===== config.mk =====
export PLATFORM = sky130hd
export DESIGN_NAME = div_result_collector
export DESIGN_NICKNAME = d
export VERILOG_FILES = /design/src/rtl/div_result_collector.sv
export SDC_FILE = /design/constraint.sdc
export NUM_CORES = 1
export LEC_CHECK = 0
export CAP_MARGIN = 10
export CORE_MARGIN = 2
export CORE_UTILIZATION = 55
export CTS_BUF_LIST = sky130_fd_sc_hd__clkbuf_8
export CTS_CLUSTER_SIZE = 16
export DETAILED_ROUTE_END_ITERATION = 8
export PLACE_DENSITY_LB_ADDON = 0.05
export SYNTH_ARGS = -nofsm -noshare
export SYNTH_HDL_FRONTEND = slang
export SYNTH_SLANG_ARGS = --single-unit

===== constraint.sdc =====
create_clock -name clk -period 2.6 [get_ports clk]
set_input_delay 0.26 -clock clk [delete_from_list [all_inputs] [get_ports clk]]
set_output_delay 0.26 -clock clk [all_outputs]
set_load 0.03 [all_outputs]

===== src/rtl/div_result_collector.sv =====
// rtl/div_result_collector.sv - captures divider results through a done/gotResult handshake into a FWFT FIFO
module div_result_collector #(
  parameter int DEPTH = 4,
  parameter int QW    = 10,
  parameter int RW    = 5
) (
  input  logic                   clk,
  input  logic                   rst,
  input  logic [QW-1:0]          Q,
  input  logic [QW:0]            A,
  input  logic                   done,
  input  logic                   divByZero,
  input  logic                   ov,
  output logic                   gotResult,
  output logic                   res_valid,
  input  logic                   res_ready,
  output logic [QW-1:0]          res_quo,
  output logic [RW-1:0]          res_rem,
  output logic                   res_dbz,
  output logic                   res_ov,
  output logic [$clog2(DEPTH):0] count,
  output logic                   full,
  output logic                   empty
);
  localparam int AW = $clog2(DEPTH);
  localparam int EW = QW + RW + 2;

  typedef enum logic {IDLE, ACK} state_t;

  state_t        state, state_nxt;
  logic          push, pop;
  logic [EW-1:0] mem [DEPTH];
  logic [AW-1:0] wr_ptr, rd_ptr;
  logic [EW-1:0] wr_entry, head;
  logic          unused_a_hi;

  // The upper partial-remainder bits never carry part of the remainder.
  assign unused_a_hi = ^A[QW:RW];

  always_comb begin
    state_nxt = state;
    push      = 1'b0;
    case (state)
      IDLE: begin
        if (done && !full) begin
          push      = 1'b1;
          state_nxt = ACK;
        end
      end
      ACK: begin
        if (!done) state_nxt = IDLE;
      end
      default: state_nxt = IDLE;
    endcase
  end

  assign wr_entry = (divByZero || ov) ? {ov, divByZero, {(RW + QW){1'b0}}}
                                      : {ov, divByZero, A[RW-1:0], Q};
  assign pop      = res_valid && res_ready;

  always_ff @(posedge clk) begin
    if (rst) begin
      state     <= IDLE;
      gotResult <= 1'b0;
      wr_ptr    <= '0;
      rd_ptr    <= '0;
      count     <= '0;
    end else begin
      state     <= state_nxt;
      gotResult <= (state_nxt == ACK);
      if (push) wr_ptr <= wr_ptr + 1'b1;
      if (pop)  rd_ptr <= rd_ptr + 1'b1;
      case ({push, pop})
        2'b10:   count <= count + 1'b1;
        2'b01:   count <= count - 1'b1;
        default: count <= count;
      endcase
    end
  end

  always_ff @(posedge clk) begin
    if (push && !rst) mem[wr_ptr] <= wr_entry;
  end

  assign full      = (count == (AW + 1)'(DEPTH));
  assign empty     = (count == '0);
  assign res_valid = !empty;
  assign head      = empty ? '0 : mem[rd_ptr];
  assign res_quo   = head[QW-1:0];
  assign res_rem   = head[QW+RW-1:QW];
  assign res_dbz   = head[QW+RW];
  assign res_ov    = head[QW+RW+1];

endmodule


## Word level (Yosys, flattened, before mapping)

Memories as Yosys holds them, arrays and structs flattened. A register that Yosys moved wholly into a read port is not among the register bits.
Index checks and enable logic that the tools add are counted.

- Register bits: 8
- Bits in writable memories: 68
- Input bits: 27
- Output and inout port bits: 24
- Word-level logic and storage cells: 33
- Memories kept: 1

Memories:

| memory | depth | width | read ports | clocked after Yosys merged registers in | write ports | line | RTL |
|---|---|---|---|---|---|---|---|
| mem | 4 | 17 | 1 | 1 | 1 | 32 | `logic [EW-1:0] mem [DEPTH];` |

- Add/subtract/negate cells: 4
- Equal/unequal tests: 3
- Multiplexer cells: 11
- Bitwise gates (word level): 1
- Reduce and logical (&&, ||, !) cells: 9

Operator list:

| cell | number |
|---|---|
| 2-to-1 mux 17 bit | 1 |
| 2-to-1 mux 15 bit | 1 |
| case mux 3 bit (2 select lines) | 1 |
| 2-to-1 mux 1 bit | 5 |
| adder 2 x 1 -> 2 bit, second input constant | 2 |
| 2-to-1 mux 2 bit | 2 |
| adder 3 x 1 -> 3 bit, second input constant | 1 |
| equality test 3 bit, second input constant | 1 |
| logical AND 1 bit | 3 |
| logical NOT 1 bit | 3 |
| logical NOT 3 bit | 1 |
| subtractor 3 x 1 -> 3 bit, second input constant | 1 |
| equality test 2 x 1 -> 1 bit, second input constant | 1 |
| equality test 2 bit, second input constant | 1 |
| case mux 1 bit (2 select lines) | 1 |
| nonzero test 2 bit | 1 |
| logical OR 1 bit | 1 |
| inverter 1 bit | 1 |

## Longest topological paths before layout

- Depth in word-level cells: 8
- Gate-level depth with buffers: 9
- Mapped depth without buffers: 9

## Worst setup path after synthesis

OpenSTA, ideal clock, no wires.

- Path type: register to register
- From: reg count[2]
- To: reg count[2]
- Setup time: 0.070 ns
- Arrival time: 2.517 ns
- Required time: 2.530 ns
- Path slack: 0.013 ns
- Stages on the path, launching flop included: 10
- Path buffers: 0
- Period minus slack after synthesis: 2.587 ns
- Path through: dfxtp_1 > nor3b_2 > nor3b_2 > inv_1 > ha_1 > inv_1 > fa_1 > xor2_1 > or3_1 > a21oi_1

- Longest elaborated chain between the ends: 7
- Elaborated cells on any way between the ends: 14
- Those cells by class: add/sub: 2; eq/ne: 3; mux: 3; reduce/logical: 6

Ends and longest elaborated chain:

| element | line | RTL |
|---|---|---|
| start, declared | 21 | `output logic [$clog2(DEPTH):0] count,` |
| start signal, assigned | 74 | `2'b10: count <= count + 1'b1;` |
| start signal, assigned | 75 | `2'b01: count <= count - 1'b1;` |
| start signal, assigned | 76 | `default: count <= count;` |
| equality test 3 bit (*) | 85 | `assign full = (count == (AW + 1)'(DEPTH));` |
| net full | 22 | `output logic full,` |
| logical NOT 1 bit (*) | 45 | `if (done && !full) begin` |
| logical AND 1 bit (*) | 45 |  |
| 2-to-1 mux 1 bit (*) | 45 |  |
| 2-to-1 mux 1 bit (*) | 43 | `case (state)` |
| equality test 2 x 1 -> 1 bit or equality test 2 bit (tied branches) | 73 | `case ({push, pop})` |
| case mux 3 bit (2 select lines) or nonzero test 2 bit (tied branches) | -- |  |

Mark *: on every way through the listed nets, which the timed path passes. The rest lies on a longest branch.
A chain may end at the register's enable or synchronous reset.

==> impl_table.tex <==
\begin{tabular}{lr}
\hline
Metric & Value \\
\hline
\multicolumn{2}{l}{\textbf{Drt}} \\
\quad TritonRoute pass-1 iters & 4 \\
\quad Routed vias/inst & 5.391 \\
\quad Mean routed wirelength per cell & 17.18 µm \\
\quad WL final & 5499 µm \\
\quad Post-route ant nets & 0 \\
\quad DRC violation count after routing & 0 \\
\quad Detailed Route Iter0 Violations & 88 \\
\quad Via Count & 1725 \\
\multicolumn{2}{l}{\textbf{Final layout}} \\
\quad Number of diodes & 0 \\
\quad Number of nets in the finished design & 273 \\
\quad Share of final-layout standard cells stronger than drive strength 1 & 16.73\% \\
\quad Commonest cells after routing, fill and taps aside & sky130\_fd\_sc\_hd\_\_edfxtp\_1 (68), sky130\_fd\_sc\_hd\_\_clkdlybuf4s50\_1 (43), sky130\_fd\_sc\_hd\_\_and2\_1 (19) \\
\quad Post-synthesis to final-layout area growth & 23.86\% \\
\quad Non-Filler Cell Area, Final & 0.004040 mm² \\
\quad Final core utilization & 69.47\% \\
\quad Filler Cell Count & 421 \\
\quad Leading cell type in the layout, fill and taps excluded & sky130\_fd\_sc\_hd\_\_edfxtp\_1 \\
\quad Count of placed standard cells in the final layout, fillers left out & 320 \\
\multicolumn{2}{l}{\textbf{Die}} \\
\quad Number of primary I/O pins & 51 \\
\quad Row count & 28 \\
\quad Vertical die dimension & 81.01 µm \\
\quad Die area & 0.006563 mm² \\
\quad Chip width & 81.01 µm \\
\quad CORE AREA & 0.005816 mm² \\
\quad Starting density of the core & 56.09\% \\
\multicolumn{2}{l}{\textbf{Yosys}} \\
\quad Synthesized-area fraction occupied by and/or/nand/nor cells & 11.01\% \\
\quad Netlist cell types & 28 \\
\quad Post-synthesis cell count & 183 \\
\quad Synth Area in XOR/XNOR & 0.8055\% \\
\quad Adder-cell share of the synthesized area & 2.532\% \\
\quad Cell area after synthesis & 0.003262 mm² \\
\quad Flops \& latches, synth & 78 \\
\quad Multiplexer share of the synthesized area & 13.20\% \\
\quad Combinational family with the most area after synthesis & multiplexers \\
\quad Number of nets produced by synthesis & 216 \\
\quad Average cell area after synthesis & 17.82 µm² \\
\quad Yosys synthesis warning count & 0 \\
\quad Post-synthesis compound-gate area fraction & 0.9973\% \\
\quad Register area share after synthesis & 68.74\% \\
\multicolumn{2}{l}{\textbf{Power}} \\
\quad Pwr/cell area & 970.5 mW/mm² \\
\quad Cell leakage power & 1.385 nW \\
\quad Overall power & 3.921 mW \\
\quad Peak supply drop & 0.0009581 V \\
\multicolumn{2}{l}{\textbf{Global route}} \\
\quad Global-route usage over all layers & 18.43\% \\
\quad Pin count of the biggest net entering global routing & 22 \\
\quad Initial antenna violation count & 0 \\
\quad First-pass GRT wire length & 8535 µm \\
\quad Overall overflow remaining after global route & 0 \\
\quad Number of global-route vias before repair & 1772 \\
\multicolumn{2}{l}{\textbf{Timing}} \\
\quad Unrepaired setup endpoints after global routing & no \\
\quad Number of hold violations in the final report & 0 \\
\quad Worst hold-check slack & 0.4910 ns \\
\quad Tightest Pin Transition & 0.5367 ns \\
\quad Slew margin rel. & 63.72\% \\
\quad Count of final max-slew check failures & 0 \\
\quad Minimum clock period after layout & 2.468 ns \\
\quad Final Worst Setup Slack & 0.1318 ns \\
\quad Worst Clk Skew & 0.004892 ns \\
\quad F\_max & 0.4052 GHz \\
\quad Final setup violating endpoints & 0 \\
\quad Part of the cycle the worst path needs & 94.93\% \\
\quad Sum Neg Setup Slack & 0 ns \\
\multicolumn{2}{l}{\textbf{Setup path}} \\
\quad Worst-case register-to-register setup slack & 0.28 ns \\
\quad Worst reg2reg path startpoint & count[2] \\
\quad R2r worst-path depth & 9 \\
\quad Worst setup EP type & output pin \\
\quad Worst-path fanout max & 13 \\
\quad Worst path required time & 2.34 ns \\
\quad R2R Path End & count[2] \\
\quad Type of the worst setup path & flop to output pin \\
\quad Data arrival, critical path & 2.21 ns \\
\quad Worst setup SP type & flop \\
\multicolumn{2}{l}{\textbf{Place}} \\
\quad Detailed placement HPWL & 3580 µm \\
\quad Routability Congestion & 0.8013 \\
\quad Port Buffer Count & 44 \\
\quad Pre-CTS setup slack & 0.2748 ns \\
\quad Standard cell area after detailed placement & 0.003867 mm² \\
\quad Placed cells & 304 \\
\multicolumn{2}{l}{\textbf{Job}} \\
\quad Max\_cap viols & 0 \\
\multicolumn{2}{l}{\textbf{Clocking}} \\
\quad Worst-Skew Late Latency & 0.33 ns \\
\quad Root cell of the clock tree & sky130\_fd\_sc\_hd\_\_clkbuf\_8 \\
\quad Number of buffers on the longest clock path & 2 \\
\quad Clock H-tree levels & 3 \\
\quad Number of hold buffers added after cts & 0 \\
\quad Clock Sinks & 78 \\
\quad Clock tree from TritonCTS & yes \\
\quad Number of buffers created by CTS & 9 \\
\quad Clk slew on worst S/H paths & 0.07 ns \\
\multicolumn{2}{l}{\textbf{Min path}} \\
\quad Hold\_sp & rd\_ptr[1] \\
\quad Worst Hold Path Cells & 2 \\
\quad Hold/Removal Path Class & flop to flop \\
\multicolumn{2}{l}{\textbf{Status}} \\
\quad Status & completed \\
\hline
\end{tabular}
==> final cells by class <==
type / instances / area [µm²] / area share [%]
multi-input combinational: 89 / 935.9 / 23.17
tap: 75 / 93.84 / 2.323
timing repair buffer: 54 / 571.8 / 14.15
clock inverter: 7 / 42.54 / 1.053
clock buffer: 9 / 123.9 / 3.066
inverter: 8 / 30.03 / 0.7433
sequential: 78 / 2242 / 55.50
==> Yosys cell counts <==
library cell                n  area (µm²)
sky130_fd_sc_hd__mux2i_1    1       10.01
sky130_fd_sc_hd__clkbuf_1   2       7.510
sky130_fd_sc_hd__buf_12     1       20.02
sky130_fd_sc_hd__nand2b_1   2       12.51
sky130_fd_sc_hd__edfxtp_1  68        2042
sky130_fd_sc_hd__buf_6      1       11.26
sky130_fd_sc_hd__nor3_1     1       5.000
sky130_fd_sc_hd__o31ai_1    1       7.510
sky130_fd_sc_hd__and2_1    19       118.9
sky130_fd_sc_hd__o21ai_0    2       10.01
sky130_fd_sc_hd__mux4_1     7       183.9
sky130_fd_sc_hd__nor2_1     8       30.03
sky130_fd_sc_hd__dfxtp_1   10       200.2
sky130_fd_sc_hd__nor4b_1    1       8.760
sky130_fd_sc_hd__nor2b_4    3       41.29
sky130_fd_sc_hd__mux4_2    10       225.2
sky130_fd_sc_hd__inv_1      8       30.03
sky130_fd_sc_hd__mux2_2     1       11.26
sky130_fd_sc_hd__fa_1       1       20.02
sky130_fd_sc_hd__ha_1       5       62.56
sky130_fd_sc_hd__nor3b_2    2       25.02
sky130_fd_sc_hd__nor2b_1   15       93.84
sky130_fd_sc_hd__xor2_1     3       26.28
sky130_fd_sc_hd__or3_1      2       12.51
sky130_fd_sc_hd__a21oi_1    3       15.01
sky130_fd_sc_hd__nand2_1    1       3.750
sky130_fd_sc_hd__buf_2      4       20.02
sky130_fd_sc_hd__nor3b_1    1       7.510
==> kinds of logic (layout without fill, tap and decap cells) <==
| kind of cell | count (synthesis) | after routing |
|---|---|---|
| and+or+nand+nor | 55 | 55 |
| adders and majority gates | 6 | 6 |
| AOI/OAI and AO/OA | 6 | 6 |
| buffers and inverters | 16 | 78 |
| muxes | 19 | 19 |
| xor gates and xnor gates | 3 | 3 |
| DFF | 78 | 78 |
==> routing by layer <==
metal / global-route usage [%] / up-vias / share of wire (%)
li1: - / 800 / -
met1: 21.70 / 862 / 40
met2: 31.24 / 51 / 53
met3: 5.333 / 12 / 5.0
met4: 8.814 / 0 / 2.4
met5: 0 / - / 0
==> worst max-delay path, cell delays in order (launching register included) <==
cell,delay (ns)
sky130_fd_sc_hd__dfxtp_1,0.36
sky130_fd_sc_hd__buf_6,0.22
sky130_fd_sc_hd__mux4_1,0.56
sky130_fd_sc_hd__nor2b_1,0.14
sky130_fd_sc_hd__clkdlybuf4s50_1,0.60
==> state kept, by name (all words and copies together), names as in the netlist, named ones only <==
name / cells
state: 1
count: 3
wr_ptr: 2
mem: 68
rd_ptr: 2
==> what timing repair did <==
| item | CTS | global route |
|---|---|---|
| resized for setup | 0 | 2 |
| endpoints found under the setup margin | 0 | 4 |
| buffers inserted | 0 | 0 |
==> report_power, final <==
part | total, mW | internal (mW) | switching [mW]
combinational | 1.65 | 0.752 | 0.900
sequential | 1.52 | 1.45 | 0.0667
clock | 0.754 | 0.337 | 0.417
total | 3.92 | 2.54 | 1.38
==> how the worst max path moves through the flow <==
stage	from	end	slack (ns)	cells after the start
floorplan	count[2]	count[2]	0.01	9
global route	flop	res_quo[5]	0.01	4
detailed placement	done	count[2]	0.27	9
finish	flop	res_quo[5]	0.13	4
CTS	flop	res_ov	0.004	4
global placement	flop	res_ov	0.42	4
(Power assumes the default switching activity.)
